`src/rtl/mux_scan_scheduler.sv`:
```
// Round-robin owner of the shared 4:1 channel MUX: grant, settle,
// capture with a one-cycle strobe, hold, release.
module mux_scan_scheduler #(
  parameter int N          = 10,
  parameter int SETTLE_CYC = 2,
  parameter int HOLD_CYC   = 4
) (
  input  logic         clk,
  input  logic         rst_n,
  input  logic [3:0]   req,
  input  logic [N:0]   mux_y,
  output logic [1:0]   seleccion,
  output logic [3:0]   gnt,
  output logic [N:0]   dato,
  output logic         dato_valid,
  output logic         busy
);

  localparam logic [1:0] IDLE   = 2'd0;
  localparam logic [1:0] SETTLE = 2'd1;
  localparam logic [1:0] HOLD   = 2'd2;

  localparam logic [7:0] SET_LD = 8'(SETTLE_CYC - 1);
  localparam logic [7:0] HLD_LD = 8'(HOLD_CYC - 1);

  logic [1:0] state;
  logic [1:0] last;
  logic [1:0] winner;
  logic [1:0] idx;
  logic       found;
  logic [7:0] cnt;
  logic       keep;
  logic       rel;
  logic       cap;

  // scan starts just past the last served channel
  always_comb begin
    winner = last;
    found  = 1'b0;
    idx    = last;
    for (int k = 1; k <= 4; k++) begin
      idx = last + 2'(k);
      if (!found && req[idx]) begin
        winner = idx;
        found  = 1'b1;
      end
    end
  end

  assign keep = req[seleccion];

  always_comb begin
    rel = 1'b0;
    cap = 1'b0;
    unique case (1'b1)
      state == SETTLE: begin
        rel = !keep;
        cap = keep && (cnt == 8'd0);
      end
      state == HOLD: rel = !keep || (cnt == 8'd0);
      default: ;
    endcase
  end

  always_ff @(posedge clk or negedge rst_n) begin
    if (!rst_n) begin
      state      <= IDLE;
      last       <= 2'd3;
      cnt        <= 8'd0;
      seleccion  <= 2'd0;
      gnt        <= 4'd0;
      dato       <= '0;
      dato_valid <= 1'b0;
      busy       <= 1'b0;
    end else begin
      dato_valid <= 1'b0;
      if (rel) begin
        state <= IDLE;
        gnt   <= 4'd0;
        busy  <= 1'b0;
        last  <= seleccion;
      end else if (cap) begin
        dato       <= mux_y;
        dato_valid <= 1'b1;
        cnt        <= HLD_LD;
        state      <= HOLD;
      end else begin
        case (state)
          IDLE: begin
            if (req != 4'd0) begin
              seleccion <= winner;
              gnt       <= 4'b0001 << winner;
              busy      <= 1'b1;
              cnt       <= SET_LD;
              state     <= SETTLE;
            end
          end
          SETTLE, HOLD: cnt <= cnt - 8'd1;
          default: begin
            state <= IDLE;
            gnt   <= 4'd0;
            busy  <= 1'b0;
          end
        endcase
      end
    end
  end

endmodule

```
`config.mk`:
```
export PLATFORM = sky130hd
export DESIGN_NAME = mux_scan_scheduler
export DESIGN_NICKNAME = d
export VERILOG_FILES = /design/src/rtl/mux_scan_scheduler.sv
export SDC_FILE = /design/constraint.sdc
export NUM_CORES = 1
export LEC_CHECK = 0
export CORE_MARGIN = 1.5
export CORE_UTILIZATION = 50
export DETAILED_ROUTE_END_ITERATION = 10
export GPL_ROUTABILITY_DRIVEN = 0
export GPL_TIMING_DRIVEN = 0
export PLACE_DENSITY = 0.79
export SETUP_SLACK_MARGIN = 0.5
export SLEW_MARGIN = 20
export SYNTH_ARGS = -nofsm -noshare
export SYNTH_HDL_FRONTEND = slang
export SYNTH_SLANG_ARGS = --single-unit
```
`constraint.sdc`:
```
create_clock -name clk -period 6.6 [get_ports clk]
set_input_delay 1.32 -clock clk [delete_from_list [all_inputs] [get_ports clk]]
set_output_delay 1.32 -clock clk [all_outputs]
set_load 0.01 [all_outputs]
```
Word level (Yosys, flattened, before mapping)
Index checks and enable logic that the tools add are counted.
{"block": "classes", "addsub": 4, "n_mul": 0, "div_mod_pow": 0, "n_lt_le_gt_ge": 5, "n_eq_ne": 8, "shift": 1, "mux": 36, "bitwise_logic": 2, "reduce_logical": 19}
{"op": "$mux 8", "count": 2}
{"op": "$pmux 8 s2", "count": 1}
{"op": "$lt 2x3->1 const B", "count": 5}
{"op": "$mux 1", "count": 14}
{"op": "$mux 2", "count": 7}
{"op": "$mux 4", "count": 3}
{"op": "$bmux 1 s2", "count": 5}
{"op": "$ne 3x3->1 const B", "count": 3}
{"op": "$logic_not 8->1", "count": 1}
{"op": "$pmux 4 s2", "count": 1}
{"op": "$sub 8x1->8 const B", "count": 1}
{"op": "$reduce_and 3->1", "count": 2}
{"op": "$add 2x2->2 const B", "count": 2}
{"op": "$logic_and 1x1->1", "count": 4}
{"op": "$logic_not 1->1", "count": 4}
{"op": "$ne 2x2->1 const B", "count": 2}
{"op": "$ne 4x4->1 const B", "count": 1}
{"op": "$pmux 1 s2", "count": 2}
{"op": "$pmux 2 s2", "count": 1}
{"op": "$reduce_and 2->1", "count": 2}
{"op": "$reduce_and 4->1", "count": 1}
{"op": "$reduce_bool 4->1", "count": 1}
{"op": "$shl 1x2->4 const A", "count": 1}
{"op": "$reduce_bool 3->1", "count": 1}
{"op": "7 further kinds", "count": 8}
{"block": "totals", "regBits": 31, "latchBits": 0, "mem_bits_rw": 0, "rom_bits": 0, "input_bits": 17, "output_inout_bits": 19, "word_cells": 83, "memories": 0}

Longest topological paths before layout
{"block": "depth", "word_depth": 18, "mapped_depth": 10, "depth_no_buf": 7}

Worst setup path after synthesis
No wires, ideal clock.
{"block": "synth_path", "kind": "input port to flip-flop", "from": "input port req[3]", "to": "register seleccion[0]", "setup_time_ps": 125, "arrival_time_ps": 2836, "t_required_ps": 6475, "path_slack_ps": 3639, "path_stages": 5, "path_buffers": 1, "cell_sequence": "mux4_2 -> and4_4 -> buf_6 -> or3_4 -> mux2_4"}
{"block": "synth_between", "elab_chain_len": 12, "word_cells_on_any_way": 32, "classes_between": "mux (19); bitwise (2); reduce/logical (11)"}
{"item": "start: declaration", "line_no": "10", "rtl": "input logic [3:0] req,"}
{"item": "$bmux 1 s2", "line_no": "43", "rtl": "if (!found && req[idx]) begin"}
{"item": "$mux 1 (not written as such)", "line_no": "43"}
{"item": "$mux 1", "line_no": "43"}
{"item": "$logic_not 1->1", "line_no": "43"}
{"item": "$logic_and 1x1->1", "line_no": "43"}
{"item": "$mux 1", "line_no": "43"}
{"item": "$logic_not 1->1", "line_no": "43"}
{"item": "$logic_and 1x1->1", "line_no": "43"}
{"item": "$mux 1", "line_no": "43"}
{"item": "$logic_not 1->1", "line_no": "43"}
{"item": "$logic_and 1x1->1", "line_no": "43"}
{"item": "$mux 2", "line_no": "43"}
{"item": "end signal: assignment", "line_no": "91", "rtl": "seleccion <= winner;"}
{"item": "end: declaration", "line_no": "12", "rtl": "output logic [1:0] seleccion,"}
Parallel ways exist; a longest one is shown, timed or not. The select of a mux whose other input is x is not followed.
A chain may end at the register's enable or synchronous reset.

Final worst setup path
{"block": "layout_path", "from": "input port req[3]", "to": "register last[1]"}
{"block": "layout_between", "elab_chain_len": 5}
{"item": "$bmux 1 s2 (*)", "line_no": "50", "rtl": "assign keep = req[seleccion];"}
{"item": "$mux 1 (not written as such) (*)", "line_no": "50"}
{"item": "$logic_not 1->1 (*)", "line_no": "57, 60"}
{"item": "$logic_or 1x1->1", "line_no": "60", "rtl": "state == HOLD: rel = !keep || (cnt == 8'd0);"}
{"item": "$pmux 1 s2 (*)", "line_no": "55", "rtl": "unique case (1'b1)"}
{"item": "end signal: assignment", "line_no": "81", "rtl": "last <= seleccion;"}
{"item": "end: declaration", "line_no": "27", "rtl": "logic [1:0] last;"}
Every way passes the cells marked *; elsewhere a longest branch is shown, timed or not. The select of a mux whose other input is x is not followed.

==> impl_results.md <==
- Worst r2r src: state[0]$_DFFE_PN0P_
- Ys Warns: 0
- F_max: 0.297 GHz
- Nets@finish: roughly 220
- CTS tree: done
- Commonest non-fill, non-tap cell in the layout: clkdlybuf4s50_1
- Worst path bufs/invs: 3
- Ant. Diodes: 0
- Cell area after synthesis: approximately 1700 µm²
- HPWL after DPL: about 2.6 mm
- Top cells by area, synth: dfrtp_1, mux2_2, ha_1
- Crit path required time: 6.86 ns
- Rows: 20
- Setup TNS: 0 ns
- Largest net degree at the start of global routing: 32
- Peak supply drop: roughly 220 µV
- Max Cap Viol: 0
- Die area: around 3700 µm²
- Routed length per instance: 14.9 µm
- H-tree Lvls: 2
- CTS root buf: clkbuf_4
- Die Height: between 60 and 70 µm
- Drt initial violations: between 100 and 150
- Distinct cells, synth: between 40 and 50
- Syn Nets: ~170
- Share of cells above drive strength 1: 19.7%
- Via-to-Cell Ratio: around 5.7
- PortBufs: 35
- Clock transition at path regs: about 0.09 ns
- Final Setup Violations: 0
- Crit share post-route: between 50% and 60%
- Yosys top cell area share: a little over two fifths
- Area growth syn-to-layout: 29.2%
- Crit path DAT: about 3.6 ns
- Lkg Pwr: a little over 0.0009 µW
- Critical path launch point: req[3]
- Crit path kind: in2reg
- Hold buffers post-CTS: 0
- Crit end category: flip-flop
- CTS max path bufs: 2
- RSZ-0062 raised after global routing: false
- DRT Pass-1 Iters: 4
- Crit Path Max Fanout: 10
- Hold Fails Final Rpt: 0
- Pins over their slew limit: 0
- Global route overflow: 0
- Worst slew margin: between 50% and 60%
- Post-route ant nets: 0
- Critical path's slowest cell: mux4_2
- Hold Path Origin: gnt[0]$_DFFE_PN0P_
- Crit-path cells: clkdlybuf4s50_1, mux4_2, a21oi_1, o31a_1, buf_6, buf_2, mux2_2
- Post-synthesis sequential area ratio: 46.7%
- Synth Instances: 150
- Starting Density: a little over half
- Die width: between 60 and 70 µm
- CP peak stage delay: around 0.6 ns
- Remaining DRCs: 0
- Critical Path Start Type: input port
- Initial antenna violation count: 0
- Worst Max-Slew Pin Slew: just under 0.7 ns
- Io pins: 36
- Synth Area per Inst: about 11 µm²
- Hold_ws: approximately 0.51 ns
- Core area: 3100 µm²
- Skew final: 0.00123 ns
- # Post-CTS Setup Buffers: 0
- Total CTS buffers: 5
- First-pass GRT wire length: between 5 and 6 mm
- Post-CTS resize count: 0
- Leading area contributor after synthesis: dfrtp_1
- Cell family with most CP delay: multiplexers
- Power Density: 482 nW/µm²
- Most frequent cells in the layout: clkdlybuf4s50_1, dfrtp_1, mux2_2, inv_1, a21oi_1
- Min-delay worst type: reg2reg
- Tmin final: 3.37 ns
- Number of global-route vias before repair: 1306
- Routed WL: ~3.5 mm
- Detailed-route via count: between 1k and 1.5k
- Status: finished clean
- Clock Sinks: 31
- Synth Register Bits: 31
- Total track usage: a little over a fifth
- Worst-skew pair later-pin latency: between 0.3 and 0.4 ns
- PnR worst setup slack: around 3.2 ns
- Worst slack, placed: approximately 3 ns
-- sequential cells by signal (all words and copies together), names as in the netlist --
| signal | count |
|---|---|
| dato | 11 |
| cnt | 8 |
| gnt | 4 |
| last | 2 |
| seleccion | 2 |
| state | 2 |
| busy | 1 |
| dato_valid | 1 |
-- layer usage --
layer / GRT usage [%] / vias to the layer above / share of wire [%]
met5: 0 / - / 0
met4: 7.14 / 0 / 0.54
met3: 6.61 / 2 / 4.5
met2: 35.9 / 38 / 52
met1: 25.5 / 669 / 43
li1: - / 635 / -
-- worst reg2reg max path, cell delays in order (launching register included) --
cell	delay [ns]
dfrtp_1	0.36
inv_1	0.10
ha_1	0.31
clkbuf_1	0.32
o21ai_0	0.16
a21oi_1	0.15
o31a_1	0.24
buf_6	0.16
buf_2	0.24
mux2_2	0.36
-- path summary, 6_finish.rpt --
kind | end | slack (ns) | cells past startpoint
worst min register to register | gnt[0]$_DFFE_PN0P_ | 0.51 | 1
worst max register to register | last[1]$_DFFE_PN1N_ | 4.15 | 9
worst max-delay path | last[1]$_DFFE_PN1N_ | 3.23 | 7
max in group asynchronous | dato[8]$_DFFE_PN0P_ | 5.13 | 1
worst min-delay path | gnt[0]$_DFFE_PN0P_ | 0.51 | 1
min in group asynchronous | cnt[5]$_DFFE_PN0P_ | 1.03 | 1
-- through the flow --
step	total power (µW)	util, %	cell area, µm²	cells
after CTS	1050	69.4	2150	237
after detailed placement	890	66.7	2070	229
after global placement	861	66.8	2070	229
after floorplan	684	-	1670	150
final	1040	69.4	2150	237
after global routing	1120	69.4	2150	237
-- Yosys cell counts, drive strengths merged --
cell and count:
o41ai 1, or3 3, nor2 6, nand4 1, nor3 5, a2bb2oi 1, o31a 1, or2 1
o31ai 7, nand3 1, mux4 1, dfrtp 29, ha 6, nand2 6, mux2 15, nor2b 2
a21o 1, a32o 1, mux2i 1, a21oi 8, and2 3, a21boi 5, nor4 2, clkbuf 2
a2111oi 1, a31oi 1, nand2b 3, nand3b 1, dfstp 2, and4 2, nor3b 1, buf 5
o311ai 1, a211oi 1, o2bb2ai 2, inv 10, a22o 1, o21ai 5, or4 5
-- area by class of cell --
type	instances	area, µm²
clock buffers	6	51.3
multi-input cells	102	807
repair buffers	35	345
flip-flops and latches	31	778
fillers	266	948
inverters	10	37.5
plain buffers	7	45.0
well taps	44	55.1
clock inverters	2	35.0
-- report_power, final --
part | leakage (µW) | internal, µW | switching (µW)
registers | 0.000392 | 276 | 55.1
logic | 0.000495 | 287 | 268
clock network | 0.0000482 | 89.5 | 63.1
-- cells by family (layout without fill, tap and decap cells) --
group	Yosys count	after routing	share of synthesized area (%)
flip-flops	31	31	46.7
AO/OA/AOI/OAI	37	37	15.7
multiplexers	17	17	12.5
buffers and inverters	17	60	4.95
AND/OR/NAND/NOR	42	42	15.7
adder cells (fa/ha/maj)	6	6	4.50
(Power assumes the default switching activity.)
